File: config.mk
export PLATFORM = sky130hd
export DESIGN_NAME = reg_pair_loader_flat
export DESIGN_NICKNAME = d
export VERILOG_FILES = /design/src/rtl/reg_pair_loader_if.sv /design/src/rtl/reg_pair_loader.sv /design/src/flat_wrapper.sv
export SDC_FILE = /design/constraint.sdc
export NUM_CORES = 1
export LEC_CHECK = 0
export CAP_MARGIN = 20
export CORE_UTILIZATION = 50
export DETAILED_ROUTE_END_ITERATION = 8
export DONT_BUFFER_PORTS = 1
export GPL_TIMING_DRIVEN = 0
export PLACE_DENSITY = 0.68
export SLEW_MARGIN = 15
export SYNTH_ARGS = -nofsm -noshare
export SYNTH_HDL_FRONTEND = slang
export SYNTH_SLANG_ARGS = --single-unit
File: constraint.sdc
create_clock -name clk -period 2.3 [get_ports clk]
set_input_delay 0.46 -clock clk [delete_from_list [all_inputs] [get_ports clk]]
set_output_delay 0.46 -clock clk [all_outputs]
set_load 0.05 [all_outputs]
File: src/rtl/reg_pair_loader_if.sv
// Serial-in / pair-out bundle for reg_pair_loader: serial bit handshake on one side,
// d1/d2 valid/ready holding stage on the other.
interface reg_pair_loader_if #(
   parameter int WIDTH = 8
);
   logic             s_bit;
   logic             s_valid;
   logic             s_ready;
   logic             s_abort;
   logic [WIDTH-1:0] d1;
   logic [WIDTH-1:0] d2;
   logic             out_valid;
   logic             out_ready;
   logic             busy;

   modport slave (
      input  s_bit, s_valid, s_abort, out_ready,
      output s_ready, d1, d2, out_valid, busy
   );

   modport master (
      output s_bit, s_valid, s_abort, out_ready,
      input  s_ready, d1, d2, out_valid, busy
   );
endinterface

File: src/rtl/reg_pair_loader.sv
// Assembles an MSB-first bit stream into two WIDTH-bit words and presents them on
// d1/d2 through a one-entry holding stage; stalls the serial side while a frame waits.
module reg_pair_loader #(
   parameter int WIDTH = 8
) (
   input  logic              clk,
   input  logic              rst,
   reg_pair_loader_if.slave  bus
);
   localparam int FW = 2 * WIDTH;
   localparam int CW = $clog2(FW);
   localparam logic [CW-1:0] C_LAST   = CW'(FW - 1);
   localparam logic [CW-1:0] C_A_LAST = CW'(WIDTH - 1);

   typedef enum logic [1:0] {
      FILL_A    = 2'd0,
      FILL_B    = 2'd1,
      WAIT_XFER = 2'd2
   } state_t;

   state_t           r_state;
   logic [CW-1:0]    r_count;
   logic [FW-1:0]    r_shift;
   logic [WIDTH-1:0] r_d1;
   logic [WIDTH-1:0] r_d2;
   logic             r_out_valid;

   state_t           w_state_next;
   logic [CW-1:0]    w_count_next;
   logic [FW-1:0]    w_shift_next;
   logic [WIDTH-1:0] w_d1_next;
   logic [WIDTH-1:0] w_d2_next;
   logic             w_out_valid_next;
   logic             w_hold_free;
   logic [FW-1:0]    w_frame;

   always_ff @(posedge clk or negedge rst) begin
      if (!rst) begin
         r_state     <= FILL_A;
         r_count     <= '0;
         r_shift     <= '0;
         r_d1        <= '0;
         r_d2        <= '0;
         r_out_valid <= 1'b0;
      end else begin
         r_state     <= w_state_next;
         r_count     <= w_count_next;
         r_shift     <= w_shift_next;
         r_d1        <= w_d1_next;
         r_d2        <= w_d2_next;
         r_out_valid <= w_out_valid_next;
      end
   end

   always_comb begin
      w_state_next     = r_state;
      w_count_next     = r_count;
      w_shift_next     = r_shift;
      w_d1_next        = r_d1;
      w_d2_next        = r_d2;
      w_out_valid_next = r_out_valid;
      // Holding stage can take a pair this edge if empty or being drained now.
      w_hold_free      = !r_out_valid || bus.out_ready;
      w_frame          = {r_shift[FW-2:0], bus.s_bit};

      if (r_out_valid && bus.out_ready) begin
         w_out_valid_next = 1'b0;
      end

      case (r_state)
         FILL_A, FILL_B: begin
            if (bus.s_abort) begin
               w_count_next = '0;
               w_shift_next = '0;
               w_state_next = FILL_A;
            end else if (bus.s_valid) begin
               w_shift_next = w_frame;
               if (r_count == C_LAST) begin
                  w_count_next = '0;
                  if (w_hold_free) begin
                     w_d1_next        = w_frame[FW-1:WIDTH];
                     w_d2_next        = w_frame[WIDTH-1:0];
                     w_out_valid_next = 1'b1;
                     w_state_next     = FILL_A;
                  end else begin
                     w_state_next = WAIT_XFER;
                  end
               end else begin
                  w_count_next = r_count + CW'(1);
                  if (r_count == C_A_LAST) begin
                     w_state_next = FILL_B;
                  end
               end
            end
         end
         WAIT_XFER: begin
            if (w_hold_free) begin
               w_d1_next        = r_shift[FW-1:WIDTH];
               w_d2_next        = r_shift[WIDTH-1:0];
               w_out_valid_next = 1'b1;
               w_count_next     = '0;
               w_state_next     = FILL_A;
            end
         end
         default: begin
            w_state_next = FILL_A;
         end
      endcase
   end

   assign bus.s_ready   = (r_state != WAIT_XFER);
   assign bus.busy      = (r_count != '0) || (r_state == WAIT_XFER);
   assign bus.d1        = r_d1;
   assign bus.d2        = r_d2;
   assign bus.out_valid = r_out_valid;
endmodule

File: src/flat_wrapper.sv
// flat-port wrapper written by rule: the top's interface ports become plain ports
module reg_pair_loader_flat 
#(
   parameter int WIDTH = 8
)
  (clk, rst, bus_s_bit, bus_s_valid, bus_s_abort, bus_out_ready, bus_s_ready, bus_d1, bus_d2, bus_out_valid, bus_busy);
  reg_pair_loader_if #(.WIDTH(WIDTH)) bus_i ();
  input  logic clk;
  input  logic rst;
  input wire logic [$bits(bus_i.s_bit)-1:0] bus_s_bit;
  input wire logic [$bits(bus_i.s_valid)-1:0] bus_s_valid;
  input wire logic [$bits(bus_i.s_abort)-1:0] bus_s_abort;
  input wire logic [$bits(bus_i.out_ready)-1:0] bus_out_ready;
  output wire logic [$bits(bus_i.s_ready)-1:0] bus_s_ready;
  output wire logic [$bits(bus_i.d1)-1:0] bus_d1;
  output wire logic [$bits(bus_i.d2)-1:0] bus_d2;
  output wire logic [$bits(bus_i.out_valid)-1:0] bus_out_valid;
  output wire logic [$bits(bus_i.busy)-1:0] bus_busy;
  assign bus_i.s_bit = bus_s_bit;
  assign bus_i.s_valid = bus_s_valid;
  assign bus_i.s_abort = bus_s_abort;
  assign bus_i.out_ready = bus_out_ready;
  assign bus_s_ready = bus_i.s_ready;
  assign bus_d1 = bus_i.d1;
  assign bus_d2 = bus_i.d2;
  assign bus_out_valid = bus_i.out_valid;
  assign bus_busy = bus_i.busy;
  reg_pair_loader #(.WIDTH(WIDTH)) u_core (.clk(clk), .rst(rst), .bus(bus_i));
endmodule
==> impl_metrics.json, run 1 <==
{
  "slew_viol_final": 0,
  "critical_path.endpoint": "bus_busy",
  "p_leak_nw": 0.889,
  "cts_tree": "built",
  "fin_crit_ns": 2.16,
  "ys_seq_elements": 39,
  "initial_core_util": 0.532,
  "cap_violations": 0,
  "cts_root_buf": "clkbuf_8",
  "clockBufferDepth": 2,
  "finClkSkew_ns": 0.00623,
  "dr_total_vias": 1510,
  "instances_no_fill": 243,
  "chipHeight_um": 64.9,
  "placed_cells": 234,
  "ioPinCount": 25,
  "grt-ovfl-total": 0,
  "yosys.area.top_type_share": 0.493,
  "most-common-layout-cells": "dfrtp_1 (38), inv_1 (19), nor4_1 (17)",
  "drcViolationCount": 0,
  "fin_hold_ws_ns": 0.00178,
  "fin_nets": 202,
  "cts-buffers-inserted": 5,
  "worst_setup_path_start_kind": "register",
  "synth_cell_type_count": 29,
  "area_delta_synth_final_pct": 10.1,
  "ys.flop_type": "dfrtp_1",
  "grt_pass1_vias": 1579,
  "synthCells": 186,
  "worst_slack_ns": 0.141,
  "power.density_nw_per_um2": 581,
  "dp_slack_ns": -0.145,
  "synth-warning-count": 0,
  "slowest_stage": "dfrtp_1",
  "slew_headroom": 0.515,
  "cts_sinks": 39,
  "fmax_mhz": 463,
  "ys_async_sr_fraction": 1.00,
  "diodes": 0,
  "floorplan.rows": 22,
  "routedWlPerCell_um": 18.3,
  "gp_routability_congestion": 0.790,
  "ys_seq_area_frac": 0.493,
  "finalWirelength_um": 4440,
  "grt_max_degree": 40,
  "final_common_cell": "dfrtp_1",
  "die_area_um2": 4210,
  "design_area_um2": 2180,
  "min_path_type": "primary input to asynchronous set/reset pin",
  "h-tree-depth": 2,
  "crit_chain": "nand2b_1 -> clkbuf_2 -> clkbuf_4 -> nand3_4",
  "avgSynthCellArea_um2": 10.6,
  "clkTransAtPathRegs_ns": 0.07,
  "r2r_setup_slack_ns": 0.25,
  "tightest_slew_ns": 0.725,
  "viasPerCell": 6.21,
  "insertion_delay_ns": 0.29,
  "grt_usage": 0.237,
  "hold_viol_final": 0,
  "first_iter_violations": 145,
  "portBuffers": 0,
  "syn_area_um2": 1980,
  "synth_area_leaders": "dfrtp_1 (49%), a22o_1 (7.1%), or3b_2 (7.1%), o31ai_1 (6.1%), nor4_1 (5.4%)",
  "setup_viol": 0,
  "dpl.hpwl_um": 3020,
  "synth_top_area_cell": "dfrtp_1",
  "crit_path_end_kind": "primary output",
  "syn-num-nets": 194,
  "rsz0062_at_grt": "false",
  "first_pass_iters": 4,
  "rr_startpoint": "u_core.bus.out_valid$_DFF_PN0_",
  "die_w_um": 64.9,
  "cp_max_fo": 10,
  "critPathLaunch": "u_core.r_state[1]$_DFFE_PN0P_",
  "peakVddDrop_mv": 0.377,
  "crit_type": "register to primary output",
  "required_ns": 1.84,
  "fin_crit_sh": 0.939,
  "grt_first_pass_wirelength_um": 7450,
  "dpl-instance-area_um2": 2040,
  "antenna_found_initial": 0,
  "synth_edf_count": 0,
  "reg2regPathDepth": 5,
  "postRouteAntennaNets": 0,
  "r2r_end": "u_core.bus.d1[4]$_DFFE_PN0P_",
  "cp.arrival_ns": 1.70,
  "drive_gt1_frac": 0.200,
  "slowest_delay_ns": 0.44,
  "core-area_um2": 3720,
  "status": "finished, final reports clean"
}
[state kept, by name, indices dropped and copies added, names as in the netlist]
signal,flops
u_core.r_state,2
u_core.r_shift,16
u_core.r_count,4
u_core.bus.d1,8
u_core.bus.d2,8
u_core.bus.out_valid,1
[worst min-delay path by stage]
stage	endpoint	cells after the start	slack, ns	start
2_1_floorplan	u_core.bus.d1[0]$_DFFE_PN0P_	0	0.16	rst
3_3_place_gp	u_core.bus.d1[3]$_DFFE_PN0P_	0	0.17	rst
3_5_place_dp	u_core.bus.d1[4]$_DFFE_PN0P_	0	0.17	rst
4_1_cts	u_core.r_shift[8]$_DFFE_PN0P_	1	0.008	rst
5_1_grt	u_core.r_shift[10]$_DFFE_PN0P_	1	0.008	rst
6_report	u_core.bus.d1[4]$_DFFE_PN0P_	1	0.002	rst
[Yosys cell counts (2+ instances only)]
| cell | count |
|---|---|
| a31oi_1 | 2 |
| ha_1 | 2 |
| nand2b_1 | 2 |
| buf_2 | 2 |
| a211oi_1 | 8 |
| nand2_1 | 5 |
| dfrtp_1 | 39 |
| nor4_1 | 17 |
| nand3_1 | 3 |
| inv_1 | 19 |
| a22o_1 | 16 |
| o21ai_1 | 2 |
| or3b_2 | 16 |
| nor2_1 | 3 |
| o31ai_1 | 16 |
| clkbuf_1 | 14 |
| a211oi_2 | 8 |
[critical path, delay by kind of cell (launching register included)]
family / cells / cell delay (ns)
flip-flops: 1 / 0.44
buffers and inverters: 2 / 0.63
AND/OR/NAND/NOR: 2 / 0.35
[metal layers]
layer,share of wire,routed length (um),GRT usage,vias up
met2,0.49,2160,0.388,56
met4,0.014,63,0.0861,0
li1,-,-,-,722
met3,0.061,271,0.0669,8
met1,0.44,1950,0.296,724
met5,0,0,0,-
[layout make-up]
type / instances / area, um2
repair buffers: 1 / 20.0
multi-input cells: 111 / 870
clock buffers: 8 / 100
inverters: 19 / 71.3
well taps: 48 / 60.1
flip-flops and latches: 39 / 977
plain buffers: 17 / 78.8
fillers: 332 / 1540
[cells by family after synthesis]
kind of cell               count (synthesis)  share of synthesized area
xor gates and xnor gates                   1                    0.00443
AOI/OAI and AO/OA                         59                      0.251
adders and majority gates                  2                     0.0126
buffers and inverters                     36                     0.0734
DFF                                       39                      0.493
and+or+nand+nor                           49                      0.165
[power by group]
part	total (mW)	internal [mW]	switching [mW]
clock network	0.502	0.274	0.229
registers	0.696	0.691	0.00500
logic	0.0676	0.0170	0.0505
total	1.27	0.981	0.284
[timing repair]
item	CTS	global route
buffers inserted	0	0
gates resized for setup	3	2
hold buffers	1	0
hold endpoints to repair	39	0
endpoints found under the setup margin	1	12
[metrics by stage]
step           setup TNS [ns]  power, mW   util
6_report                    0       1.27  0.586
3_3_place_gp           -0.124      0.756  0.549
4_1_cts                     0       1.27  0.584
5_1_grt                     0       1.31  0.586
3_5_place_dp           -0.145      0.757  0.549
2_1_floorplan               0      0.746      -
Note: power is estimated with default switching activity, not from simulation.
==> run 2, diff against run 1 <==
--- a/config.mk
+++ b/config.mk
@@ -6,6 +6,7 @@
 export NUM_CORES = 1
 export LEC_CHECK = 0
 export CAP_MARGIN = 20
+export CORE_MARGIN = 3
 export CORE_UTILIZATION = 50
 export DETAILED_ROUTE_END_ITERATION = 8
 export DONT_BUFFER_PORTS = 1
==> impl_metrics.json, run 2 (synthesis results as in run 1) <==
{
  "crit_path_end_kind": "primary output",
  "status": "finished, final reports clean",
  "grt_max_degree": 40,
  "gp_routability_congestion": 0.767,
  "core-area_um2": 3740,
  "instances_no_fill": 242,
  "fill_cells": 346,
  "finalWirelength_um": 4800,
  "regMostFlops": "u_core.r_shift",
  "portBuffers": 0,
  "die_w_um": 68.9,
  "final_common_cell": "dfrtp_1",
  "first_pass_iters": 4,
  "cts_root_buf": "clkbuf_8",
  "first_iter_violations": 99,
  "grt_pass1_vias": 1647,
  "power_frac_seq": 0.578,
  "most-common-layout-cells": "dfrtp_1 (38), inv_1 (19), nor4_1 (17)",
  "h-tree-depth": 2,
  "fin_crit_ns": 2.15,
  "hold_viol_final": 0,
  "tightest_slew_ns": 0.730,
  "cts-buffers-inserted": 5,
  "insertion_delay_ns": 0.29,
  "fmax_mhz": 464,
  "viasPerCell": 6.48,
  "cts_tree": "built",
  "setup_viol": 0,
  "diodes": 0,
  "fin_nets": 201,
  "rr_startpoint": "u_core.bus.out_valid$_DFF_PN0_",
  "power.density_nw_per_um2": 561,
  "antenna_found_initial": 0,
  "grt_first_pass_wirelength_um": 7890,
  "finClkSkew_ns": 0.00330,
  "initial_core_util": 0.528,
  "p_leak_nw": 0.875,
  "tns_ns": 0,
  "r2r_end": "u_core.bus.d2[1]$_DFFE_PN0P_",
  "area_delta_synth_final_pct": 8.60,
  "p_sw_uw": 285,
  "switching_share": 0.237,
  "combPwrFrac": 0.056,
  "reg2regPathDepth": 5,
  "clockBufferDepth": 2,
  "r2r_setup_slack_ns": 0.26,
  "cts_sinks": 39,
  "placed_cells": 234,
  "min_path_type": "primary input to asynchronous set/reset pin",
  "die_area_um2": 4750,
  "clkTransAtPathRegs_ns": 0.07,
  "slew_headroom": 0.513,
  "p_int_uw": 919,
  "design_area_um2": 2150,
  "chipHeight_um": 68.9,
  "floorplan.rows": 22,
  "rsz0062_at_grt": "false",
  "dpl-instance-area_um2": 2040,
  "dpl.hpwl_um": 3220,
  "drcViolationCount": 0,
  "largest_register_ffs": 16,
  "grt_usage": 0.229,
  "cp_max_fo": 11,
  "ioPinCount": 25,
  "peakVddDrop_mv": 0.320,
  "cap_violations": 0,
  "total_power_mw": 1.20,
  "grt-ovfl-total": 0,
  "drive_gt1_frac": 0.196,
  "required_ns": 1.84,
  "slew_viol_final": 0,
  "fin_crit_sh": 0.936,
  "crit_type": "register to primary output",
  "postRouteAntennaNets": 0,
  "clkPwrFrac": 0.366,
  "worst_setup_path_start_kind": "register",
  "routedWlPerCell_um": 19.9,
  "cp.arrival_ns": 1.69,
  "dr_total_vias": 1568
}
==> run 2: per-layer routing <==
layer | vias to the layer above | share of wire | track usage
li1 | 716 | - | -
met1 | 784 | 0.42 | 0.302
met2 | 60 | 0.50 | 0.358
met3 | 8 | 0.068 | 0.0681
met4 | 0 | 0.017 | 0.0803
met5 | - | 0 | 0
==> run 2: per-stage QoR <==
step           hold slack, ns  setup WS (ns)   util
2_1_floorplan           0.164          0.146      -
3_3_place_gp            0.165         -0.131  0.545
3_5_place_dp            0.165         -0.161  0.545
4_1_cts                0.0133         0.0869  0.574
5_1_grt               0.00908         0.0483  0.574
6_report              0.00485          0.146  0.574
==> run 2: area by class of cell <==
class / count / area [um2] / share of cell area
tap: 48 / 60.1 / 0.0280
clock inverter: 1 / 5.00 / 0.00233
sequential: 39 / 977 / 0.455
clock buffer: 7 / 76.3 / 0.0355
buffer: 16 / 73.8 / 0.0344
multi-input combinational: 111 / 865 / 0.402
timing repair buffer: 1 / 20.0 / 0.00932
inverter: 19 / 71.3 / 0.0332
==> run 2: timing repair <==
item,4_1_cts,5_1_grt
pin swaps,0,0
hold buffers,1,0
setup endpoints to repair,1,14
endpoints found under the hold margin,39,0
buffers inserted,0,0
gates resized for setup,3,1
==> run 2: power by group through the flow <==
stage / Combinational, mW / Clock (mW) / Sequential, mW
floorplan: 0.0382 / 0 / 0.708
global route: 0.0764 / 0.481 / 0.696
detailed placement: 0.0498 / 0 / 0.709
finish: 0.0678 / 0.441 / 0.696
CTS: 0.0690 / 0.452 / 0.695
global placement: 0.0477 / 0 / 0.709
==> run 2: how the worst max path moves through the flow <==
stage / from / endpoint / slack, ns / depth (start not counted)
2_1_floorplan: u_core.r_state[1]$_DFFE_PN0P_ / bus_busy / 0.15 / 4
3_3_place_gp: u_core.r_state[1]$_DFFE_PN0P_ / bus_busy / -0.13 / 4
3_5_place_dp: u_core.r_state[1]$_DFFE_PN0P_ / bus_busy / -0.16 / 4
4_1_cts: u_core.bus.out_valid$_DFF_PN0_ / u_core.bus.d1[5]$_DFFE_PN0P_ / 0.09 / 5
5_1_grt: u_core.r_state[1]$_DFFE_PN0P_ / bus_busy / 0.05 / 3
6_report: u_core.r_state[1]$_DFFE_PN0P_ / bus_busy / 0.15 / 3
==> run 2: critical path, cell delays in order, from the launching register on <==
cell      delay [ns]
dfrtp_1         0.45
nand2b_2        0.24
clkbuf_4        0.37
nand3_2         0.34
==> run 3, diff against run 2 <==
--- a/config.mk
+++ b/config.mk
@@ -7,11 +7,12 @@
 export LEC_CHECK = 0
 export CAP_MARGIN = 20
 export CORE_MARGIN = 3
-export CORE_UTILIZATION = 50
+export CORE_UTILIZATION = 25
 export DETAILED_ROUTE_END_ITERATION = 8
 export DONT_BUFFER_PORTS = 1
+export GPL_ROUTABILITY_DRIVEN = 0
 export GPL_TIMING_DRIVEN = 0
-export PLACE_DENSITY = 0.68
+export PLACE_DENSITY = 0.41
 export SLEW_MARGIN = 15
 export SYNTH_ARGS = -nofsm -noshare
 export SYNTH_HDL_FRONTEND = slang
==> impl_metrics.json, run 3 (synthesis results as in run 1) <==
{
  "antenna_found_initial": 0,
  "finClkSkew_ns": 0.00873,
  "r2r_end": "u_core.bus.d2[1]$_DFFE_PN0P_",
  "clockBufferDepth": 2,
  "fmax_mhz": 457,
  "area_delta_synth_final_pct": 12.3,
  "first_pass_iters": 4,
  "total_power_mw": 1.23,
  "die_area_um2": 9020,
  "grt-ovfl-total": 0,
  "ioPinCount": 25,
  "slew_headroom": 0.494,
  "power.density_nw_per_um2": 552,
  "min_path_type": "primary input to asynchronous set/reset pin",
  "postRouteAntennaNets": 0,
  "fill_cells": 814,
  "most-common-layout-cells": "dfrtp_1 (38), inv_1 (19), nor4_1 (17)",
  "instances_no_fill": 294,
  "cts-buffers-inserted": 5,
  "cap_violations": 0,
  "regMostFlops": "u_core.r_shift",
  "fin_nets": 202,
  "cp.arrival_ns": 1.73,
  "reg2regPathDepth": 5,
  "critPathLaunch": "u_core.r_state[1]$_DFFE_PN0P_",
  "tightest_slew_ns": 0.757,
  "placed_cells": 285,
  "rsz0062_at_grt": "false",
  "grt_usage": 0.133,
  "chipHeight_um": 95.0,
  "cts_tree": "built",
  "post_cts_buffers": 0,
  "cts_root_buf": "clkbuf_8",
  "portBuffers": 0,
  "p_leak_nw": 0.880,
  "rr_startpoint": "u_core.bus.out_valid$_DFF_PN0_",
  "cp_max_fo": 10,
  "first_iter_violations": 161,
  "crit_type": "register to primary output",
  "insertion_delay_ns": 0.29,
  "drcViolationCount": 0,
  "dr_total_vias": 1496,
  "core-area_um2": 7450,
  "grt_first_pass_wirelength_um": 8980,
  "dpl.hpwl_um": 3530,
  "diodes": 0,
  "worst_setup_path_start_kind": "register",
  "r2r_setup_slack_ns": 0.22,
  "h-tree-depth": 2,
  "finalWirelength_um": 5380,
  "grt_pass1_vias": 1553,
  "setup_viol": 0,
  "routedWlPerCell_um": 18.3,
  "slew_viol_final": 0,
  "final_common_cell": "dfrtp_1",
  "grt_max_degree": 40,
  "fin_crit_sh": 0.950,
  "clkTransAtPathRegs_ns": 0.08,
  "cts_sinks": 39,
  "fin_crit_ns": 2.19,
  "hold_viol_final": 0,
  "largest_register_ffs": 16,
  "peakVddDrop_mv": 0.155,
  "crit_path_end_kind": "primary output",
  "required_ns": 1.84,
  "status": "finished, final reports clean",
  "initial_core_util": 0.266,
  "viasPerCell": 5.09,
  "drive_gt1_frac": 0.195,
  "floorplan.rows": 31,
  "die_w_um": 95.0
}
==> run 3: worst max-delay path, cell delays in order (launching register included) <==
cell and delay, ns:
dfrtp_1 0.44, nand2b_1 0.13, clkbuf_2 0.27, buf_4 0.35
nand3_4 0.23
==> run 3: per-stage QoR <==
| step | utilization | cell area [um2] | worst slack (ns) | TNS, ns | hold slack (ns) |
|---|---|---|---|---|---|
| after global placement | 0.282 | 2100 | -0.265 | -0.265 | 0.166 |
| after global routing | 0.298 | 2220 | 0.0103 | 0 | 0.00824 |
| after CTS | 0.298 | 2220 | 0.0520 | 0 | 0.00726 |
| after floorplan | - | 1980 | 0.146 | 0 | 0.164 |
| after detailed placement | 0.282 | 2100 | -0.271 | -0.271 | 0.166 |
| final | 0.298 | 2220 | 0.114 | 0 | 0.00363 |
==> run 3: layout make-up <==
class	instances	area [um2]	area share
tap	99	124	0.0557
buffer	17	78.8	0.0355
clock inverter	1	5.00	0.00225
multi-input combinational	111	870	0.391
inverter	19	71.3	0.0321
sequential	39	977	0.440
clock buffer	7	76.3	0.0343
timing repair buffer	1	20.0	0.00901
==> run 3: metal layers <==
layer	routed length, um	track usage
met1	2480	0.176
met2	2560	0.209
met3	264	0.0414
met4	75	0.0397
met5	0	0
==> run 3: worst max path at each step <==
stage,to,slack (ns),cells after the start
after global placement,bus_busy,-0.27,4
after floorplan,bus_busy,0.15,4
after CTS,bus_busy,0.05,4
after global routing,bus_busy,0.01,4
after detailed placement,bus_busy,-0.27,4
final,bus_busy,0.11,4
==> run 3: repair_timing <==
item / CTS / global route
gates resized for setup: 5 / 1
hold buffers: 1 / 0
setup endpoints to repair: 3 / 1
hold endpoints to repair: 39 / 0
==> run 3: report_power, final <==
group / switching [mW] / internal, mW / total (mW)
registers: 0.00514 / 0.690 / 0.695
clock network: 0.247 / 0.213 / 0.460
logic: 0.0537 / 0.0171 / 0.0708
total: 0.306 / 0.920 / 1.23
